`config.mk`:
```
export PLATFORM = sky130hd
export DESIGN_NAME = seq_approx_divider
export DESIGN_NICKNAME = d
export VERILOG_FILES = /design/src/rtl/seq_approx_divider.sv
export SDC_FILE = /design/constraint.sdc
export NUM_CORES = 1
export LEC_CHECK = 0
export BUFFER_PORTS_ARGS = -buffer_cell sky130_fd_sc_hd__buf_4
export CAP_MARGIN = 20
export CORE_AREA = 2 2 119 98
export CTS_CLUSTER_DIAMETER = 80
export DETAILED_ROUTE_END_ITERATION = 10
export DIE_AREA = 0 0 121 100
export GPL_TIMING_DRIVEN = 0
export PLACE_DENSITY = 0.53
export SYNTH_ARGS = -nofsm -noshare
export SYNTH_HDL_FRONTEND = slang
export SYNTH_SLANG_ARGS = --single-unit
export TNS_END_PERCENT = 50
```
`constraint.sdc`:
```
create_clock -name clk -period 8.9 [get_ports clk]
set_input_delay 0.89 -clock clk [delete_from_list [all_inputs] [get_ports clk]]
set_output_delay 0.89 -clock clk [all_outputs]
set_load 0.05 [all_outputs]
```
`src/rtl/seq_approx_divider.sv`:
```
// Sequential restoring divider (2N / N), one quotient bit per cycle, whose low
// subtractor columns can switch to an approximate difference cell per operation.
module seq_approx_divider #(
    parameter int N           = 8,
    parameter int APPROX_COLS = 2
) (
    input  logic           clk,
    input  logic           rst,
    input  logic           in_valid,
    output logic           in_ready,
    input  logic [2*N-1:0] n,
    input  logic [N-1:0]   d,
    input  logic           approx_en,
    output logic           out_valid,
    input  logic           out_ready,
    output logic [N-1:0]   q,
    output logic [N-1:0]   r,
    output logic           ovf,
    output logic           dz
);

    localparam int CW = $clog2(N);

    typedef enum logic [1:0] {IDLE, BUSY, DONE} state_t;

    state_t         state_q, state_d;
    logic [2*N-1:0] n_q, n_d;
    logic [N-1:0]   d_q, d_d;
    logic           apx_q, apx_d;
    logic [N-1:0]   rem_q, rem_d;
    logic [N-1:0]   quo_q, quo_d;
    logic [CW-1:0]  cnt_q, cnt_d;
    logic [N-1:0]   q_q, q_d;
    logic [N-1:0]   r_q, r_d;
    logic           ovf_q, ovf_d;
    logic           dz_q, dz_d;

    // Trial subtraction T - {0,d}: N full columns plus a borrow-only top column.
    logic [N:0]     t_w;
    logic [N-1:0]   s_w;
    logic [N:0]     b_w;
    logic           borrow_out;
    logic           take;
    logic [N-1:0]   rem_step;

    assign t_w    = {rem_q, n_q[cnt_q]};
    assign b_w[0] = 1'b0;

    generate
        for (genvar gi = 0; gi < N; gi++) begin : g_col
            logic x_w, y_w, diff_exact;
            assign x_w        = t_w[gi];
            assign y_w        = d_q[gi];
            assign diff_exact = x_w ^ y_w ^ b_w[gi];
            assign b_w[gi+1]  = (~x_w & y_w) | (~(x_w ^ y_w) & b_w[gi]);
            if (gi < APPROX_COLS) begin : g_apx
                // Only the difference bit is approximated; the borrow stays exact.
                assign s_w[gi] = apx_q ? x_w : diff_exact;
            end else begin : g_exact
                assign s_w[gi] = diff_exact;
            end
        end
    endgenerate

    assign borrow_out = ~t_w[N] & b_w[N];
    assign take       = t_w[N] | ~borrow_out;
    assign rem_step   = take ? s_w : t_w[N-1:0];

    always_comb begin
        state_d = state_q;
        n_d     = n_q;
        d_d     = d_q;
        apx_d   = apx_q;
        rem_d   = rem_q;
        quo_d   = quo_q;
        cnt_d   = cnt_q;
        q_d     = q_q;
        r_d     = r_q;
        ovf_d   = ovf_q;
        dz_d    = dz_q;
        case (state_q)
            IDLE: begin
                if (in_valid) begin
                    n_d     = n;
                    d_d     = d;
                    apx_d   = approx_en;
                    rem_d   = n[2*N-1:N];
                    quo_d   = '0;
                    cnt_d   = CW'(N - 1);
                    state_d = BUSY;
                end
            end
            BUSY: begin
                rem_d        = rem_step;
                quo_d[cnt_q] = take;
                cnt_d        = cnt_q - 1'b1;
                if (cnt_q == '0) begin
                    dz_d    = (d_q == '0);
                    ovf_d   = (n_q[2*N-1:N] >= d_q);
                    q_d     = dz_d ? '1 : quo_d;
                    r_d     = dz_d ? n_q[N-1:0] : rem_step;
                    state_d = DONE;
                end
            end
            DONE: begin
                if (out_ready) begin
                    state_d = IDLE;
                end
            end
            default: state_d = IDLE;
        endcase
    end

    always_ff @(posedge clk) begin
        if (rst) begin
            state_q <= IDLE;
            n_q     <= '0;
            d_q     <= '0;
            apx_q   <= 1'b0;
            rem_q   <= '0;
            quo_q   <= '0;
            cnt_q   <= '0;
            q_q     <= '0;
            r_q     <= '0;
            ovf_q   <= 1'b0;
            dz_q    <= 1'b0;
        end else begin
            state_q <= state_d;
            n_q     <= n_d;
            d_q     <= d_d;
            apx_q   <= apx_d;
            rem_q   <= rem_d;
            quo_q   <= quo_d;
            cnt_q   <= cnt_d;
            q_q     <= q_d;
            r_q     <= r_d;
            ovf_q   <= ovf_d;
            dz_q    <= dz_d;
        end
    end

    assign in_ready  = (state_q == IDLE);
    assign out_valid = (state_q == DONE);
    assign q         = q_q;
    assign r         = r_q;
    assign ovf       = ovf_q;
    assign dz        = dz_q;

endmodule

```
==> results of run 1 <==
==> cell type report <==
| type | instances | area (µm²) |
|---|---|---|
| Fill cell | 1135 | 7106 |
| Tap cell | 148 | 185.2 |
| Sequential cell | 64 | 1281 |
| Clock buffer | 12 | 256.5 |
| Multi-Input combinational cell | 263 | 1640 |
| Clock inverter | 3 | 65.06 |
| Timing Repair Buffer | 47 | 352.8 |
| Inverter | 19 | 71.32 |
| Buffer | 26 | 121.4 |
==> final timing paths <==
path / start / end / slack, ns / cells past startpoint
setup / recovery: cnt_q[2] / r[7] / 3.43 / 19
hold / removal: n_q[8] / n_q[8] / 0.46 / 2
setup reg to reg: cnt_q[2] / r[7] / 3.43 / 19
hold reg to reg: n_q[8] / n_q[8] / 0.46 / 2
==> cells in the mapped netlist, drive strengths merged <==
library cell  number  area share
dfxtp             64        0.41
nand2             61       0.074
a21oi             49       0.079
nor2              48       0.060
a211oi            21       0.051
inv               19       0.023
buf               14       0.025
mux2i             13       0.042
a311oi            12       0.036
clkbuf            12       0.014
ha                11       0.044
a31oi              9       0.018
fa                 7       0.045
nand2b             6       0.012
nor3b              4       0.013
a21o               3      0.0072
nand3b             3      0.0072
and2               2      0.0044
nor2b              2      0.0040
nor3               2      0.0032
nor4               2      0.0080
a211o              1      0.0028
a311o              1      0.0032
nand3              1      0.0016
nand4              1      0.0020
o21ba              1      0.0032
o22ai              1      0.0020
or3                1      0.0020
xor2               1      0.0028
==> cell usage in the layout (no fill, tap or decap), types with 2 or more instances in the layout <==
master,n
clkbuf_1,13
nand2_1,61
nor3b_1,2
a21oi_1,49
buf_2,7
a311oi_1,11
dfxtp_1,64
buf_4,49
ha_1,11
nor3_1,2
mux2i_1,13
buf_1,4
bufinv_16,2
nor2b_1,2
a21o_1,3
a211oi_1,21
a31oi_1,9
fa_1,7
nand3b_1,3
nand2b_1,6
nor2_1,47
clkbuf_8,2
clkbuf_16,9
nor4_2,2
inv_1,19
nor3b_2,2
==> per-stage QoR <==
step	total power, mW	utilization	worst slack (ns)	area [µm²]
final	0.9847	0.3587	3.426	3974
after CTS	0.9905	0.3587	3.467	3974
after global routing	1.035	0.3587	3.062	3974
after floorplan	0.5263	-	4.106	3114
after detailed placement	0.6076	0.3296	3.489	3652
after global placement	0.6049	0.3296	3.539	3652
==> worst max-delay path: stages (launching register included) <==
cell      delay (ns)
dfxtp_1         0.40
buf_2           0.27
nand2_1         0.07
o22ai_1         0.17
a21oi_1         0.10
and2_2          0.20
ha_1            0.18
fa_1            0.39
fa_1            0.39
fa_1            0.42
fa_1            0.40
fa_1            0.39
fa_1            0.40
fa_1            0.37
nand2b_1        0.07
buf_2           0.20
buf_1           0.43
a211oi_1        0.18
a21oi_1         0.20
a211oi_1        0.10
==> per-layer routing <==
metal | part of all wire | routed length [µm]
met1 | 0.51 | 4405
met4 | 0.012 | 104
met5 | 0 | 0
met2 | 0.41 | 3573
met3 | 0.063 | 543
==> power by group through the flow <==
stage / logic (mW) / registers [mW] / clock network (mW)
5_1_grt: 0.298 / 0.337 / 0.399
3_5_place_dp: 0.268 / 0.339 / 0
3_3_place_gp: 0.266 / 0.339 / 0
4_1_cts: 0.270 / 0.333 / 0.387
6_report: 0.271 / 0.333 / 0.380
2_1_floorplan: 0.166 / 0.360 / 0
==> registers in the layout (all words and copies together) (netlist names) <==
name	cells
ovf	1
d_q	8
quo_q	8
q	8
rem_q	8
cnt_q	3
r	8
n_q	16
apx_q	1
state_q	2
dz	1
==> cells by family (layout without fill, tap and decap cells) <==
| logic type | Yosys count | after routing | share of synthesized area |
|---|---|---|---|
| simple gates | 133 | 133 | 0.1912 |
| buf+inv | 45 | 107 | 0.06187 |
| xor+xnor | 1 | 1 | 0.002813 |
| fa+ha+maj | 18 | 18 | 0.08919 |
| flops | 64 | 64 | 0.4114 |
| compound gates | 98 | 98 | 0.2017 |
| mux | 13 | 13 | 0.04178 |
==> results.ini, run 1 <==
[run_status]
run_status=completed

[floorplanning]
num_rows=35
design.die.area_um2=12100
die_x_um=121
initial_core_util=0.2811
core_area_um2=11080
die_h_um=100
pin_count=49

[cts]
cts_root_buffer=clkbuf_16
cts_made_buffers=9
cts_setup_buffers=0
clock_path_buffers=2
ctsResizeCount=0
cts_tree=done
clock-sinks=64
hold_buffers=0
insertion_delay_ns=0.33
clkTransAtPathRegs_ns=0.05
h-tree-depth=3

[finish]
layout-drive-gt1-share=0.1820
syn_to_final_growth_pct=27.60
layout.cells.non_filler=582
num-nets-final=477
diodes=0

[timing]
final_max_slew_viol_count=0
min_period_over_period=0.6150
max_slew_margin=0.4729
period_minus_slack_ns=5.474
fmax_mhz=182.7
rsz0062_at_grt=false
final-hold-violation-count=0
setup_viol=0
worst_pin_slew_ns=0.7872
setup_tns_ns=0
skew_ns=0.006223
hold_slack_ns=0.4551

[worst_hold_path]
hold_class=flop to flop

[global_route]
grt_antenna_before_repair=0
grt_pass1_vias=2676
met3_usage=0.03580
gr-usage-met2=0.2113
grt_use_met1=0.2192
gr-total-overflow=0
grt_max_degree=11
gr-max-usage-layer=met1
grt_pass1_wl_mm=14.03
grt_usage=0.1496

[worst_setup_path]
crit_fanout=10
path_class=flop to flop
startpoint_type=flop
endpoint_kind=flop
cp.required_ns=9.08
cp.arrival_ns=5.66

[power]
p_seq_frac=0.339
p_leak_nw=1.574
internal_power_uw=669.0
switching_share=0.3206
comb_power_share=0.275
power_density_nw_per_um2=247.8
vdd_drop_max_mv=0.09745
clkPwrFrac=0.386
p_sw_uw=315.6

[run]
drv_cap=0

[yosys]
ys_seq_area_frac=0.4114
synthesis.nets=419
syn_avg_cell_area_um2=8.372
ys_ff_latch=64
yosysWarningCount=0
post_synth_num_cell_types=36
syn_area_um2=3114
netlist_instances=372

[drt]
wirelength_mm=8.627
vias=2719
antenna_left=0
drtIter0Drc=194
vias_per_cell=4.672
drc_errors=0
drtPass1Iterations=4
wl_per_cell_um=14.82

[place]
placement.io_buffers=47
dp_hpwl_mm=6.406
placed_cells=567
gp_congestion=0.7990

Power figures use the tool's default switching activity.
==> run 2: changes to the inputs <==
- clock period: 8.9 -> 5.4 ns (I/O delays scaled with it)
==> run 2 against run 1 <==
  * Final cell count is the same
  * Worst hold slack worse by 0.00077 ns
  * Sequential cell count unchanged
  * Design area is 0.94% higher
  * Sequential power rose by 65%
  * First-iteration DRC count fell by 6.2%
  * Clock skew about the same
  * Die area did not move
  * Combinational power grew 72%
  * Power up 67%
  * Critical endpoint is now r[0]
==> results.ini, run 2 (same netlist as run 1, synthesis figures left out) <==
[finish]
post-route-util=0.3621  ; +0.003388
fillers=1134  ; -0.088%
diodes=0  ; unchanged
multi_input_area_um2=1664  ; +1.4%
area.sequential_um2=1282  ; about the same
largest_register_ffs=16  ; unchanged
final_cell_mix=dfxtp_1 (63), nand2_1 (61), buf_4 (50)
layout-drive-gt1-share=0.2005  ; +0.01843
syn_to_final_growth_pct=28.81
num-nets-final=477  ; unchanged
top_register=n_q
layout_commonest_cell=dfxtp_1

[worst_hold_path]
whs_endpoint=n_q[8]
hold_depth=2  ; unchanged
hp-start=n_q[8]
hold_class=flop to flop

[global_route]
grt_antenna_before_repair=0  ; unchanged
grt_pass1_vias=2676  ; unchanged
grt_max_degree=11  ; unchanged
gr-total-overflow=0  ; unchanged
grt_usage=0.1496  ; unchanged
grt_pass1_wl_mm=14.03  ; unchanged

[timing]
setup_ws_ns=0.2855  ; -3.141 ns
period_minus_slack_ns=5.114  ; -0.3593 ns
setup_tns_ns=0  ; unchanged
worst_pin_slew_ns=0.7925  ; +0.005212 ns
hold_slack_ns=0.4543  ; -0.0007740 ns
rsz0062_at_grt=false
setup_viol=0  ; unchanged
final_max_slew_viol_count=0  ; unchanged
min_period_over_period=0.9471  ; +0.3321
final-hold-violation-count=0  ; unchanged
max_slew_margin=0.4694  ; -0.003490
fmax_mhz=195.5  ; +7.0%
skew_ns=0.006238  ; +0.00001463 ns

[worst_setup_path]
crit_top_cell=fa_1
cp.required_ns=5.64  ; -3.44 ns
cp.arrival_ns=5.35  ; -0.31 ns
crit_fanout=10  ; unchanged
reg2regPathDepth=18  ; -1
path_cells=buf_6 > mux2i_1 > o22ai_1 > a21oi_1 > and2_2 > ha_1 > fa_1 > fa_1 > fa_2 > fa_1 > fa_1 > fa_1 > fa_1 > nand2b_1 > clkbuf_4 > nand2b_4 > a311o_1 > a311oi_2
path_class=flop to flop
timing.rr.start=cnt_q[0]
startpoint_type=flop
slowest_stage=fa_1
cpPeakStageDelay_ns=0.40  ; -0.03 ns
worst_r2r_endpoint=r[0]
endpoint_kind=flop
rrSetupSlack_ns=0.29  ; -3.14 ns

[cts]
insertion_delay_ns=0.32  ; about the same
cts_made_buffers=9  ; unchanged
hold_buffers=0  ; unchanged
clock-sinks=64  ; unchanged
clkTransAtPathRegs_ns=0.05  ; about the same
clock_path_buffers=2  ; unchanged
cts_root_buffer=clkbuf_16
h-tree-depth=3  ; unchanged
cts_tree=done

[drt]
drc_errors=0  ; unchanged
wl_per_cell_um=14.84  ; about the same
vias=2690  ; -1.1%
vias_per_cell=4.622  ; -1.1%
wirelength_mm=8.635  ; about the same
drtIter0Drc=182  ; -6.2%
antenna_left=0  ; unchanged
drtPass1Iterations=4  ; unchanged

[floorplanning]
initial_core_util=0.2811  ; unchanged
core_area_um2=11080  ; unchanged
die_x_um=121  ; unchanged
design.die.area_um2=12100  ; unchanged
num_rows=35  ; unchanged
die_h_um=100  ; unchanged
pin_count=49  ; unchanged

[place]
gp_congestion=0.7990  ; unchanged
dp_slack_ns=-0.01111  ; -3.500 ns
placement.io_buffers=47  ; unchanged
dp_hpwl_mm=6.406  ; unchanged

[run_status]
run_status=completed

[run]
drv_cap=0  ; unchanged

[power]
p_leak_nw=1.585  ; +0.70%
power_density_nw_per_um2=409.0  ; +65%
vdd_drop_max_mv=0.1664  ; +71%

## run 2: cell types whose count changed in the layout (fill, tap and decap cells not counted), sizes merged
| cell | before | now |
|---|---|---|
| buf | 61 | 58 |
| clkbuf | 24 | 27 |
## run 2: metrics by stage
stage / area [µm²] / total power [mW] / cells
global placement: 3652 / 0.9970 / 567
CTS: 3976 / 1.634 / 582
global route: 4011 / 1.727 / 582
floorplan: 3114 / 0.8675 / 372
finish: 4011 / 1.641 / 582
detailed placement: 3652 / 1.001 / 567
## run 2: routing by layer
layer	vias up	routed length, µm	global-route usage
li1	1400	-	-
met1	1224	4450	0.2192
met2	64	3637	0.2113
met3	2	507	0.03580
met4	0	40	0.05635
met5	-	0	0
## run 2: worst max path at each step
stage | slack [ns] | endpoint | start
finish | 0.29 | r[0] | cnt_q[0]
global route | 0.06 | quo_q[4] | cnt_q[0]
CTS | 0.10 | r[1] | cnt_q[2]
detailed placement | -0.01 | r[7] | cnt_q[2]
global placement | 0.04 | r[7] | cnt_q[2]
floorplan | 0.61 | r[0] | cnt_q[2]
## run 2: timing repair
item | CTS | global route
cloned | 0 | 0
setup buffers | 0 | 0
resized for setup | 2 | 11
endpoints found under the hold margin | 0 | 0
setup endpoints to repair | 6 | 32
## run 2: layout make-up
type,count,share of cell area
buffer,26,0.03337
clock buffer,12,0.06394
clock inverter,3,0.01622
inverter,19,0.01778
multi-input combinational,263,0.4148
sequential,64,0.3197
tap,148,0.04616
timing repair buffer,47,0.08796
## run 2: where the power goes
| group | switching (mW) | internal (mW) | leakage (nW) |
|---|---|---|---|
| clock | 0.198 | 0.426 | 0.159 |
| sequential | 0.0341 | 0.516 | 0.524 |
| combinational | 0.291 | 0.176 | 0.903 |
| total | 0.524 | 1.12 | 1.59 |
## run 2: worst max-delay path, delay by kind of cell, from the launching register on
kind,cells,cell delay (ns)
compound gates,4,0.94
flops,1,0.38
mux,1,0.09
fa+ha+maj,8,2.90
buf+inv,2,0.37
simple gates,3,0.36
==> run 3: changes to the inputs <==
- CORE_AREA: 2 2 119 98 -> 2 2 102 84
- DIE_AREA: 0 0 121 100 -> 0 0 104 86
- PLACE_DENSITY: 0.53 -> 0.66
==> run 3 against run 2 <==
  * Register-to-register slack worse by 0.05 ns
  * Die area shrank 26%
  * Sequential cell count unchanged
  * Critical path type unchanged
==> results.ini, run 3 (same netlist as run 1, synthesis figures left out) <==
[finish]
final_cell_mix=dfxtp_1 (63), nand2_1 (61), buf_4 (50)
num-nets-final=477  ; unchanged
layout-drive-gt1-share=0.1931  ; -0.007357
layout_commonest_cell=dfxtp_1
fillers=784  ; -31%
largest_register_ffs=16  ; unchanged
syn_to_final_growth_pct=25.23
top_register=n_q
diodes=0  ; unchanged

[power]
p_seq_frac=0.345  ; +0.010
internal_power_mw=1.080  ; -3.3%
power_density_nw_per_um2=409.1  ; about the same
clkPwrFrac=0.375  ; -0.005
comb_power_share=0.281  ; -0.004
power_mw=1.595  ; -2.8%
switching_share=0.3229  ; +0.003696
vdd_drop_max_mv=0.1793  ; +7.8%
p_leak_nw=1.566  ; -1.2%
p_sw_uw=515.3  ; -1.6%

[drt]
drc_errors=0  ; unchanged
drtIter0Drc=183  ; +0.55%
drtPass1Iterations=4  ; unchanged
vias=2820  ; +4.8%
wl_per_cell_um=15.39  ; +3.7%
antenna_left=0  ; unchanged
vias_per_cell=5.193  ; +12%
wirelength_mm=8.357  ; -3.2%

[global_route]
grt_usage=0.1957  ; +0.04603
grt_pass1_wl_mm=13.50  ; -3.7%
grt_pass1_vias=2689  ; +0.49%
gr-total-overflow=0  ; unchanged
grt_antenna_before_repair=0  ; unchanged
grt_max_degree=13  ; +2

[place]
placement.io_buffers=47  ; unchanged
gp_congestion=0.9285  ; +16%
dp_hpwl_mm=6.200  ; -3.2%

[floorplanning]
die_h_um=86  ; -14%
core_area_um2=7838  ; -29%
pin_count=49  ; unchanged
die_x_um=104  ; -14%
num_rows=29  ; -17%
design.die.area_um2=8944  ; -26%
initial_core_util=0.3973  ; +0.1163

[cts]
h-tree-depth=3  ; unchanged
insertion_delay_ns=0.35  ; +0.03 ns
cts_root_buffer=clkbuf_8
ctsResizeCount=0  ; -2
cts_tree=done
hold_buffers=0  ; unchanged
cts_setup_buffers=0  ; unchanged
clock_path_buffers=2  ; unchanged
cts_made_buffers=9  ; unchanged
clkTransAtPathRegs_ns=0.08  ; +0.03 ns
clock-sinks=64  ; unchanged

[timing]
setup_viol=0  ; unchanged
final-hold-violation-count=0  ; unchanged
max_slew_margin=0.4322  ; -0.03719
final_max_slew_viol_count=0  ; unchanged
fmax_mhz=193.6  ; -1.0%
worst_pin_slew_ns=0.8480  ; +0.05554 ns
min_period_over_period=0.9568  ; +0.009627
rsz0062_at_grt=false
skew_ns=0.009009  ; +0.002771 ns
setup_tns_ns=0  ; unchanged
period_minus_slack_ns=5.166  ; +0.05199 ns

[worst_setup_path]
reg2regPathDepth=17  ; -1
cp.arrival_ns=5.44  ; +0.09 ns
endpoint_kind=flop
cpPeakStageDelay_ns=0.41  ; about the same
path_cells=inv_1 > a21oi_1 > a211o_1 > and2_2 > ha_1 > fa_1 > fa_1 > fa_1 > fa_1 > fa_1 > fa_1 > fa_1 > nand2b_1 > buf_2 > nand2b_1 > a311o_1 > a311oi_2
slowest_stage=fa_1
path_class=flop to flop
startpoint_type=flop
cp.required_ns=5.67  ; +0.03 ns
crit_fanout=9  ; -1
crit_top_cell=fa_1

[run_status]
run_status=completed

[worst_hold_path]
hold_class=input port to flop
hold_depth=3  ; +1

[run]
drv_cap=0  ; unchanged

-- run 3: metal layers --
metal | vias up | part of all wire | GRT usage
li1 | 1395 | - | -
met1 | 1314 | 0.49 | 0.2800
met2 | 100 | 0.41 | 0.2835
met3 | 11 | 0.078 | 0.05243
met4 | 0 | 0.017 | 0.06880
met5 | - | 0 | 0
-- run 3: worst paths after layout --
kind         startpoint      to  slack [ns]
max            cnt_q[0]    r[0]        0.23
min           approx_en   apx_q        0.43
max reg2reg    cnt_q[0]    r[0]        0.23
min reg2reg      n_q[8]  n_q[8]        0.46
-- run 3: area by class of cell --
type / count / area, µm² / area share
clock buffers: 9 / 123.9 / 0.03176
repair buffers: 47 / 352.8 / 0.09047
multi-input cells: 263 / 1640 / 0.4206
flip-flops and latches: 64 / 1282 / 0.3288
well taps: 108 / 135.1 / 0.03465
inverters: 19 / 71.32 / 0.01829
plain buffers: 26 / 126.4 / 0.03240
clock inverters: 7 / 167.7 / 0.04299
-- run 3: critical path, delay by kind of cell, from the launching register on --
kind                       cells  cell delay [ns]
AOI/OAI and AO/OA              4             1.03
adders and majority gates      8             2.95
buffers and inverters          2             0.34
DFF                            1             0.34
and+or+nand+nor                3             0.43
-- run 3: power by group through the flow --
| stage | sequential (mW) | combinational, mW | clock (mW) |
|---|---|---|---|
| finish | 0.550 | 0.448 | 0.598 |
| global placement | 0.559 | 0.431 | 0 |
| floorplan | 0.593 | 0.274 | 0 |
| detailed placement | 0.560 | 0.439 | 0 |
| CTS | 0.549 | 0.443 | 0.603 |
| global route | 0.556 | 0.492 | 0.624 |
-- run 3: through the flow --
step	setup WS, ns	utilization	hold WS (ns)	cell area, µm²	std cells
finish	0.2335	0.4976	0.4329	3900	543
global route	0.01091	0.4976	0.4296	3900	543
CTS	0.02570	0.4968	0.4292	3894	543
detailed placement	0.02636	0.4596	0.4539	3602	527
global placement	0.1179	0.4596	0.4499	3602	527
floorplan	0.6061	-	0.4312	3114	372
